$ cat src/rtl/pipeline_hazard_ctrl_pkg.sv
// Shared types for the pipeline hazard controller.
//   hz_state_t : sequencer state (RUN / IWAIT / DWAIT)
//   hz_cause_t : per-cycle winning hazard, listed highest priority first
//   WD_W       : width of the miss watchdog counter
package pipeline_hazard_ctrl_pkg;

  typedef enum logic [1:0] {
    ST_RUN   = 2'd0,
    ST_IWAIT = 2'd1,
    ST_DWAIT = 2'd2
  } hz_state_t;

  typedef enum logic [2:0] {
    C_NONE     = 3'd0,
    C_DMISS    = 3'd1,
    C_REDIRECT = 3'd2,
    C_LOAD_USE = 3'd3,
    C_IMISS    = 3'd4
  } hz_cause_t;

  localparam int WD_W = 16;

endpackage

$ cat src/rtl/pipeline_hazard_ctrl_if.sv
// Hazard-controller bus: hazard inputs from the pipeline and caches,
// stage enables/flushes, watchdog flag and perf counters back to the pipeline.
//   master : pipeline side (drives hazard inputs, receives controls)
//   slave  : controller side
interface pipeline_hazard_ctrl_if #(
  parameter int REG_AW = 5,
  parameter int CNT_W  = 32
);
  logic [REG_AW-1:0] id_rs1, id_rs2, ex_rd;
  logic              id_use_rs1, id_use_rs2;
  logic              ex_mem_read, ex_redirect;
  logic              icache_miss, icache_ready;
  logic              dcache_miss, dcache_ready;

  logic              pc_write, if_id_write, if_id_flush;
  logic              id_ex_write, id_ex_flush;
  logic              ex_mem_write, mem_wb_flush;
  logic              icache_abort, miss_timeout;
  logic [CNT_W-1:0]  perf_stall, perf_flush, perf_lu;

  modport master (
    output id_rs1, id_rs2, ex_rd, id_use_rs1, id_use_rs2, ex_mem_read, ex_redirect,
           icache_miss, icache_ready, dcache_miss, dcache_ready,
    input  pc_write, if_id_write, if_id_flush, id_ex_write, id_ex_flush,
           ex_mem_write, mem_wb_flush, icache_abort, miss_timeout,
           perf_stall, perf_flush, perf_lu
  );

  modport slave (
    input  id_rs1, id_rs2, ex_rd, id_use_rs1, id_use_rs2, ex_mem_read, ex_redirect,
           icache_miss, icache_ready, dcache_miss, dcache_ready,
    output pc_write, if_id_write, if_id_flush, id_ex_write, id_ex_flush,
           ex_mem_write, mem_wb_flush, icache_abort, miss_timeout,
           perf_stall, perf_flush, perf_lu
  );
endinterface

$ cat src/rtl/pipeline_hazard_ctrl_sat_counter.sv
// Saturating up-counter with synchronous clear (clear wins over increment).
//   clk, reset_n : clock, async active-low reset
//   inc, clr     : count enable, synchronous clear
//   count        : current value, holds at all-ones
module pipeline_hazard_ctrl_sat_counter #(
  parameter int W = 16
) (
  input  logic         clk,
  input  logic         reset_n,
  input  logic         inc,
  input  logic         clr,
  output logic [W-1:0] count
);
  always_ff @(posedge clk or negedge reset_n) begin
    if (!reset_n)
      count <= '0;
    else if (clr)
      count <= '0;
    else if (inc && (count != '1))
      count <= count + W'(1);
  end
endmodule

$ cat src/rtl/pipeline_hazard_ctrl.sv
// Stall/flush sequencer for the 5-stage pipeline: load-use stalls, EX redirects,
// I-cache and D-cache miss waits, sticky miss watchdog.
//   clk, reset_n : clock, async active-low reset (outputs forced to a safe
//                  freeze-and-flush pattern while reset is low)
//   bus (slave)  : hazard inputs in; stage enables/flushes, icache_abort,
//                  miss_timeout and perf_stall/perf_flush/perf_lu out
// Build option: HAZARD_PERF_EN enables the saturating perf counters;
// without it the perf ports read 0 and no counter flops exist.
module pipeline_hazard_ctrl
  import pipeline_hazard_ctrl_pkg::*;
#(
  parameter int REG_AW       = 5,
  parameter int CNT_W        = 32,
  parameter int MISS_TIMEOUT = 255
) (
  input  logic                 clk,
  input  logic                 reset_n,
  pipeline_hazard_ctrl_if.slave bus
);
  hz_state_t         state, state_nxt;
  hz_cause_t         cause;
  logic              susp, susp_nxt;   // D-miss interrupted an I-miss wait
  logic              timeout_q;
  logic [WD_W-1:0]   wd;
  logic [REG_AW-1:0] ex_rd, id_rs1, id_rs2;
  logic              load_use, d_wait, i_wait, iwait_ctx;
  logic              pc_write, if_id_write, if_id_flush, id_ex_write;
  logic              id_ex_flush, ex_mem_write, mem_wb_flush, icache_abort;

  assign ex_rd  = bus.ex_rd;
  assign id_rs1 = bus.id_rs1;
  assign id_rs2 = bus.id_rs2;

  assign load_use = bus.ex_mem_read && (ex_rd != '0) &&
                    ((bus.id_use_rs1 && (id_rs1 == ex_rd)) ||
                     (bus.id_use_rs2 && (id_rs2 == ex_rd)));

  // In DWAIT the ready cycle is evaluated as RUN, so the I-side looks at icache_miss.
  assign d_wait    = (state == ST_DWAIT) ? !bus.dcache_ready : bus.dcache_miss;
  assign i_wait    = (state == ST_IWAIT) ? !bus.icache_ready : bus.icache_miss;
  assign iwait_ctx = (state == ST_IWAIT) || ((state == ST_DWAIT) && susp);

  always_comb begin
    cause     = C_NONE;
    state_nxt = state;
    susp_nxt  = 1'b0;
    if (d_wait)               cause = C_DMISS;
    else if (bus.ex_redirect) cause = C_REDIRECT;
    else if (load_use)        cause = C_LOAD_USE;
    else if (i_wait)          cause = C_IMISS;

    if (cause == C_DMISS) begin
      state_nxt = ST_DWAIT;
      susp_nxt  = (state == ST_DWAIT) ? susp : (state == ST_IWAIT);
    end else if (cause == C_REDIRECT) begin
      state_nxt = ST_RUN;
    end else begin
      // a load-use overriding an I-miss still parks the fetch side in IWAIT
      state_nxt = (i_wait || ((state == ST_DWAIT) && susp)) ? ST_IWAIT : ST_RUN;
    end
  end

  always_comb begin
    pc_write     = 1'b1;
    if_id_write  = 1'b1;
    if_id_flush  = 1'b0;
    id_ex_write  = 1'b1;
    id_ex_flush  = 1'b0;
    ex_mem_write = 1'b1;
    mem_wb_flush = 1'b0;
    icache_abort = 1'b0;
    if (!reset_n) begin
      pc_write     = 1'b0;
      if_id_write  = 1'b0;
      id_ex_write  = 1'b0;
      ex_mem_write = 1'b0;
      if_id_flush  = 1'b1;
      id_ex_flush  = 1'b1;
      mem_wb_flush = 1'b1;
    end else begin
      case (cause)
        C_DMISS: begin
          pc_write     = 1'b0;
          if_id_write  = 1'b0;
          id_ex_write  = 1'b0;
          ex_mem_write = 1'b0;
          mem_wb_flush = 1'b1;
        end
        C_REDIRECT: begin
          if_id_flush  = 1'b1;
          id_ex_flush  = 1'b1;
          icache_abort = iwait_ctx || bus.icache_miss;
        end
        C_LOAD_USE: begin
          pc_write    = 1'b0;
          if_id_write = 1'b0;
          id_ex_flush = 1'b1;
        end
        C_IMISS: begin
          pc_write    = 1'b0;
          if_id_flush = 1'b1;
        end
        default: ;
      endcase
    end
  end

  always_ff @(posedge clk or negedge reset_n) begin
    if (!reset_n) begin
      state     <= ST_RUN;
      susp      <= 1'b0;
      timeout_q <= 1'b0;
    end else begin
      state <= state_nxt;
      susp  <= susp_nxt;
      if (wd == WD_W'(MISS_TIMEOUT))
        timeout_q <= 1'b1;
    end
  end

  pipeline_hazard_ctrl_sat_counter #(.W(WD_W)) u_wd (
    .clk     (clk),
    .reset_n (reset_n),
    .inc     (state != ST_RUN),
    .clr     (state_nxt == ST_RUN),
    .count   (wd)
  );

`ifdef HAZARD_PERF_EN
  pipeline_hazard_ctrl_sat_counter #(.W(CNT_W)) u_perf_stall (
    .clk (clk), .reset_n (reset_n), .inc (!pc_write), .clr (1'b0), .count (bus.perf_stall)
  );
  pipeline_hazard_ctrl_sat_counter #(.W(CNT_W)) u_perf_flush (
    .clk (clk), .reset_n (reset_n), .inc (cause == C_REDIRECT), .clr (1'b0), .count (bus.perf_flush)
  );
  pipeline_hazard_ctrl_sat_counter #(.W(CNT_W)) u_perf_lu (
    .clk (clk), .reset_n (reset_n), .inc (cause == C_LOAD_USE), .clr (1'b0), .count (bus.perf_lu)
  );
`else
  assign bus.perf_stall = '0;
  assign bus.perf_flush = '0;
  assign bus.perf_lu    = '0;
`endif

  assign bus.pc_write     = pc_write;
  assign bus.if_id_write  = if_id_write;
  assign bus.if_id_flush  = if_id_flush;
  assign bus.id_ex_write  = id_ex_write;
  assign bus.id_ex_flush  = id_ex_flush;
  assign bus.ex_mem_write = ex_mem_write;
  assign bus.mem_wb_flush = mem_wb_flush;
  assign bus.icache_abort = icache_abort;
  assign bus.miss_timeout = timeout_q;
endmodule
$ cat src/flat_wrapper.sv
// flat-port wrapper written by rule: the top's interface ports become plain ports
module pipeline_hazard_ctrl_flat import pipeline_hazard_ctrl_pkg::*;
#(
  parameter int REG_AW       = 5,
  parameter int CNT_W        = 32,
  parameter int MISS_TIMEOUT = 255
)
  (clk, reset_n, bus_id_rs1, bus_id_rs2, bus_ex_rd, bus_id_use_rs1, bus_id_use_rs2, bus_ex_mem_read, bus_ex_redirect, bus_icache_miss, bus_icache_ready, bus_dcache_miss, bus_dcache_ready, bus_pc_write, bus_if_id_write, bus_if_id_flush, bus_id_ex_write, bus_id_ex_flush, bus_ex_mem_write, bus_mem_wb_flush, bus_icache_abort, bus_miss_timeout, bus_perf_stall, bus_perf_flush, bus_perf_lu);
  pipeline_hazard_ctrl_if #(.REG_AW(REG_AW), .CNT_W(CNT_W)) bus_i ();
  input  logic clk;
  input  logic reset_n;
  input wire logic [$bits(bus_i.id_rs1)-1:0] bus_id_rs1;
  input wire logic [$bits(bus_i.id_rs2)-1:0] bus_id_rs2;
  input wire logic [$bits(bus_i.ex_rd)-1:0] bus_ex_rd;
  input wire logic [$bits(bus_i.id_use_rs1)-1:0] bus_id_use_rs1;
  input wire logic [$bits(bus_i.id_use_rs2)-1:0] bus_id_use_rs2;
  input wire logic [$bits(bus_i.ex_mem_read)-1:0] bus_ex_mem_read;
  input wire logic [$bits(bus_i.ex_redirect)-1:0] bus_ex_redirect;
  input wire logic [$bits(bus_i.icache_miss)-1:0] bus_icache_miss;
  input wire logic [$bits(bus_i.icache_ready)-1:0] bus_icache_ready;
  input wire logic [$bits(bus_i.dcache_miss)-1:0] bus_dcache_miss;
  input wire logic [$bits(bus_i.dcache_ready)-1:0] bus_dcache_ready;
  output wire logic [$bits(bus_i.pc_write)-1:0] bus_pc_write;
  output wire logic [$bits(bus_i.if_id_write)-1:0] bus_if_id_write;
  output wire logic [$bits(bus_i.if_id_flush)-1:0] bus_if_id_flush;
  output wire logic [$bits(bus_i.id_ex_write)-1:0] bus_id_ex_write;
  output wire logic [$bits(bus_i.id_ex_flush)-1:0] bus_id_ex_flush;
  output wire logic [$bits(bus_i.ex_mem_write)-1:0] bus_ex_mem_write;
  output wire logic [$bits(bus_i.mem_wb_flush)-1:0] bus_mem_wb_flush;
  output wire logic [$bits(bus_i.icache_abort)-1:0] bus_icache_abort;
  output wire logic [$bits(bus_i.miss_timeout)-1:0] bus_miss_timeout;
  output wire logic [$bits(bus_i.perf_stall)-1:0] bus_perf_stall;
  output wire logic [$bits(bus_i.perf_flush)-1:0] bus_perf_flush;
  output wire logic [$bits(bus_i.perf_lu)-1:0] bus_perf_lu;
  assign bus_i.id_rs1 = bus_id_rs1;
  assign bus_i.id_rs2 = bus_id_rs2;
  assign bus_i.ex_rd = bus_ex_rd;
  assign bus_i.id_use_rs1 = bus_id_use_rs1;
  assign bus_i.id_use_rs2 = bus_id_use_rs2;
  assign bus_i.ex_mem_read = bus_ex_mem_read;
  assign bus_i.ex_redirect = bus_ex_redirect;
  assign bus_i.icache_miss = bus_icache_miss;
  assign bus_i.icache_ready = bus_icache_ready;
  assign bus_i.dcache_miss = bus_dcache_miss;
  assign bus_i.dcache_ready = bus_dcache_ready;
  assign bus_pc_write = bus_i.pc_write;
  assign bus_if_id_write = bus_i.if_id_write;
  assign bus_if_id_flush = bus_i.if_id_flush;
  assign bus_id_ex_write = bus_i.id_ex_write;
  assign bus_id_ex_flush = bus_i.id_ex_flush;
  assign bus_ex_mem_write = bus_i.ex_mem_write;
  assign bus_mem_wb_flush = bus_i.mem_wb_flush;
  assign bus_icache_abort = bus_i.icache_abort;
  assign bus_miss_timeout = bus_i.miss_timeout;
  assign bus_perf_stall = bus_i.perf_stall;
  assign bus_perf_flush = bus_i.perf_flush;
  assign bus_perf_lu = bus_i.perf_lu;
  pipeline_hazard_ctrl #(.REG_AW(REG_AW), .CNT_W(CNT_W), .MISS_TIMEOUT(MISS_TIMEOUT)) u_core (.clk(clk), .reset_n(reset_n), .bus(bus_i));
endmodule
$ cat config.mk
export PLATFORM = sky130hd
export DESIGN_NAME = pipeline_hazard_ctrl_flat
export DESIGN_NICKNAME = d
export VERILOG_FILES = /design/src/rtl/pipeline_hazard_ctrl_pkg.sv /design/src/rtl/pipeline_hazard_ctrl_if.sv /design/src/rtl/pipeline_hazard_ctrl_sat_counter.sv /design/src/rtl/pipeline_hazard_ctrl.sv /design/src/flat_wrapper.sv
export SDC_FILE = /design/constraint.sdc
export NUM_CORES = 1
export LEC_CHECK = 0
export ABC_AREA = 1
export BUFFER_PORTS_ARGS = -buffer_cell sky130_fd_sc_hd__buf_2
export CORE_MARGIN = 1
export CORE_UTILIZATION = 44
export CTS_CLUSTER_SIZE = 12
export DETAILED_ROUTE_END_ITERATION = 10
export GPL_TIMING_DRIVEN = 1
export PLACE_DENSITY = 0.87
export SLEW_MARGIN = 20
export SYNTH_ARGS = -nofsm -noshare
export SYNTH_HDL_FRONTEND = slang
export SYNTH_SLANG_ARGS = --single-unit
$ cat constraint.sdc
create_clock -name clk -period 1.9 [get_ports clk]
set_input_delay 0.285 -clock clk [delete_from_list [all_inputs] [get_ports clk]]
set_output_delay 0.285 -clock clk [all_outputs]
set_load 0.02 [all_outputs]
==> results.txt <==
fin crit period = 1.864 ns
die footprint = 5427 um^2
DR iter-0 viols = 39
Yosys reg bits = 20
drt pass-1 iters = 4
initial antenna violation count = 0
Num CTS Buffers = 3
via count = 1780
Post-Place Cells = 430
crit path launch type = register
metal2 WL = 1999 um
Post-DP Area = 2122 um^2
Mapped Area = 2260 um^2
Sink Count = 20
Final Wtd Congestion = 0.8793
Clock transition at path regs = 0.07 ns
core area = 4817 um^2
Worst Skew = 0.002393 ns
crit path buf inv count = 2
n_diodes = 0
Worst Path Required = 1.62 ns
post-DR vias/cell = 4.055
top sig layer = met4
CTS tree = built
vias in the first global route = 1572
drt drc = 0
# port buffers = 33
Post-synth EDFFs = 0
nets = 399
Max Cap Viol = 0
status = finished clean
Seq/Total Area, Yosys = 22.15%
# setup viols final = 0
FILL cells = 496
critical path class = reg -> out
DR WL/cell = 8.815 um
Root Driver = clkbuf_8
H-tree Lvls = 1
final WL = 3870 um
P_leak = 0.001308 uW
row count = 25
yosys warns = 0
crit-path cells = inv_2, nand2_2, o21ai_0, or2_4, nor2_1, nor2_1, buf_2
share of synthesized registers carrying an async set or reset = 100.0%
die height = 73.67 um
Detail Route Antenna Nets = 0
fmax = 536.6 MHz
Ports = 130
largest net degree at the start of global routing = 18
critical path arrival = 1.58 ns
first-pass GRT wire length = 6486 um
CP Capture Type = output port
unrepaired setup endpoints after global routing = true
fin area = 2237 um^2
Clk Latency, worst-skew pair = 0.26 ns
Max Fanout on Critical Path = 4
M1 WL = 1624 um
CP delay by family, top = flip-flops
most used cell, CP = nor2_1
largest stage delay on the critical path = 0.42 ns
crit share post-route = 98.09%
Syn Inst Count = 333
total global routing overflow = 0
Top FF cell, synth = dfrtp_1
Slowest-stage cell, CP = dfrtp_1
Synth cell types = 32
pwr dens = 619.9 nW/um^2
P&R area growth vs syn = -0.9965%
wire length on met3 = 231 um
max-slew violation count = 0
Finished Layout Cells = 439
final core utilization = 46.44%
syn avg cell area = 6.786 um^2
total track usage = 15.01%
type of the tightest min-delay check = in -> async
post-DP HPWL = 3121 um
CTS max path bufs = 2
Die Wd = 73.67 um
Final TNS setup = 0 ns
Initial Util = 46.91%
fraction of layout cells with a size suffix above 1 = 17.74%
peak supply drop = 664.8 uV
Fin. Hold Viols = 0
## timing repair
item                                    4_1_cts  5_1_grt
endpoints found under the setup margin        2        4
pin swaps                                     2        1
hold buffers                                  1        0
resized for setup                             2        7
hold endpoints to repair                      3        0
setup buffers                                 0        4
## metrics by stage
step	worst slack (ns)	hold WS, ns	power, uW
6_report	0.03632	0.04447	1387
5_1_grt	-0.06003	0.07288	1488
4_1_cts	0.003439	0.05466	1359
3_5_place_dp	0.2078	0.1218	1037
3_3_place_gp	0.2760	0.1262	1022
2_1_floorplan	0.1496	-0.01059	1097
## final cells by class
cell class	instances	area, um^2	share of cell area (%)
clock buffers	4	55.05	2.461
inverters	42	161.4	7.215
multi-input cells	267	1217	54.42
flip-flops and latches	20	501.7	22.43
well taps	67	83.83	3.747
repair buffers	39	217.7	9.732
## synth_stat cells, types with 2 or more instances
library cell | number | area [um^2]
nand2_4 | 3 | 33.78
nor2_2 | 2 | 12.51
nand3b_1 | 3 | 22.52
o21bai_1 | 2 | 15.01
inv_1 | 40 | 150.1
dfrtp_1 | 20 | 500.5
nor3_1 | 3 | 15.01
nand3_2 | 2 | 20.02
nand3_1 | 17 | 85.08
o21ai_0 | 6 | 30.03
xor2_1 | 4 | 35.03
nand2_1 | 72 | 270.3
buf_4 | 97 | 728.2
nor2_1 | 31 | 116.4
nand2_2 | 3 | 18.77
buf_6 | 2 | 22.52
a21oi_1 | 4 | 20.02
nor4_1 | 2 | 12.51
o21ai_1 | 3 | 15.01
nand4_1 | 4 | 25.02
o21ai_2 | 2 | 17.52
## worst paths after layout
path                                                end  depth (start not counted)               startpoint  slack (ns)
worst min register to register  u_core.bus.miss_timeout                          1  u_core.bus.miss_timeout        0.47
min in group clk                            u_core.susp                          3         bus_dcache_ready        0.38
worst min-delay path               u_core.u_wd.count[1]                          2                  reset_n        0.04
worst max-delay path                       bus_pc_write                          7          u_core.state[1]        0.04
max in group asynchronous               u_core.state[0]                          2                  reset_n        1.27
worst max register to register    u_core.u_wd.count[11]                         10          u_core.state[1]        0.21
## layout by cell type (no fill, tap or decap), drive strengths merged
| cell type | synthesis | layout |
|---|---|---|
| dfrtp | 20 | 20 |
| conb | 1 | 96 |
| ha | 1 | 1 |
| inv | 41 | 41 |
| dlygate4sd3 | 0 | 1 |
| a21oi | 4 | 4 |
| nand3b | 3 | 3 |
| nand3 | 19 | 19 |
| clkbuf | 0 | 4 |
| xor2 | 4 | 4 |
| a311oi | 1 | 1 |
| o22ai | 1 | 1 |
| nand4 | 4 | 4 |
| xnor2 | 1 | 1 |
| o21ai | 12 | 12 |
| a31o | 1 | 1 |
| clkinv | 1 | 1 |
| nor3 | 3 | 3 |
| or2 | 1 | 1 |
| o21bai | 2 | 2 |
| buf | 99 | 38 |
| nor4 | 2 | 2 |
| nor2 | 34 | 34 |
| nand2 | 78 | 78 |
## registers in the layout, indices dropped and copies added (netlist names)
name                     count
u_core.u_wd.count           16
u_core.susp                  1
u_core.state                 2
u_core.bus.miss_timeout      1
## cells by family after synthesis
family | after synthesis | synth area share (%)
AND/OR/NAND/NOR | 144 | 28.74
buffers and inverters | 141 | 40.37
AO/OA/AOI/OAI | 21 | 6.091
flip-flops | 20 | 22.15
XOR/XNOR | 5 | 1.938
adder cells (fa/ha/maj) | 1 | 0.5536
other | 1 | 0.1660
## metal layers
metal  vias up  track usage [%]
met5         -                0
met4         0            1.923
met3         2            3.018
met2        76            27.93
met1       793            18.14
li1        909                -
## report_power, final
part,switching (uW),leakage [uW],total [uW],internal [uW]
logic,423,0.00101,571,148
clock network,134,0.0000288,318,184
registers,35.4,0.000272,497,462
(Power assumes the default switching activity.)
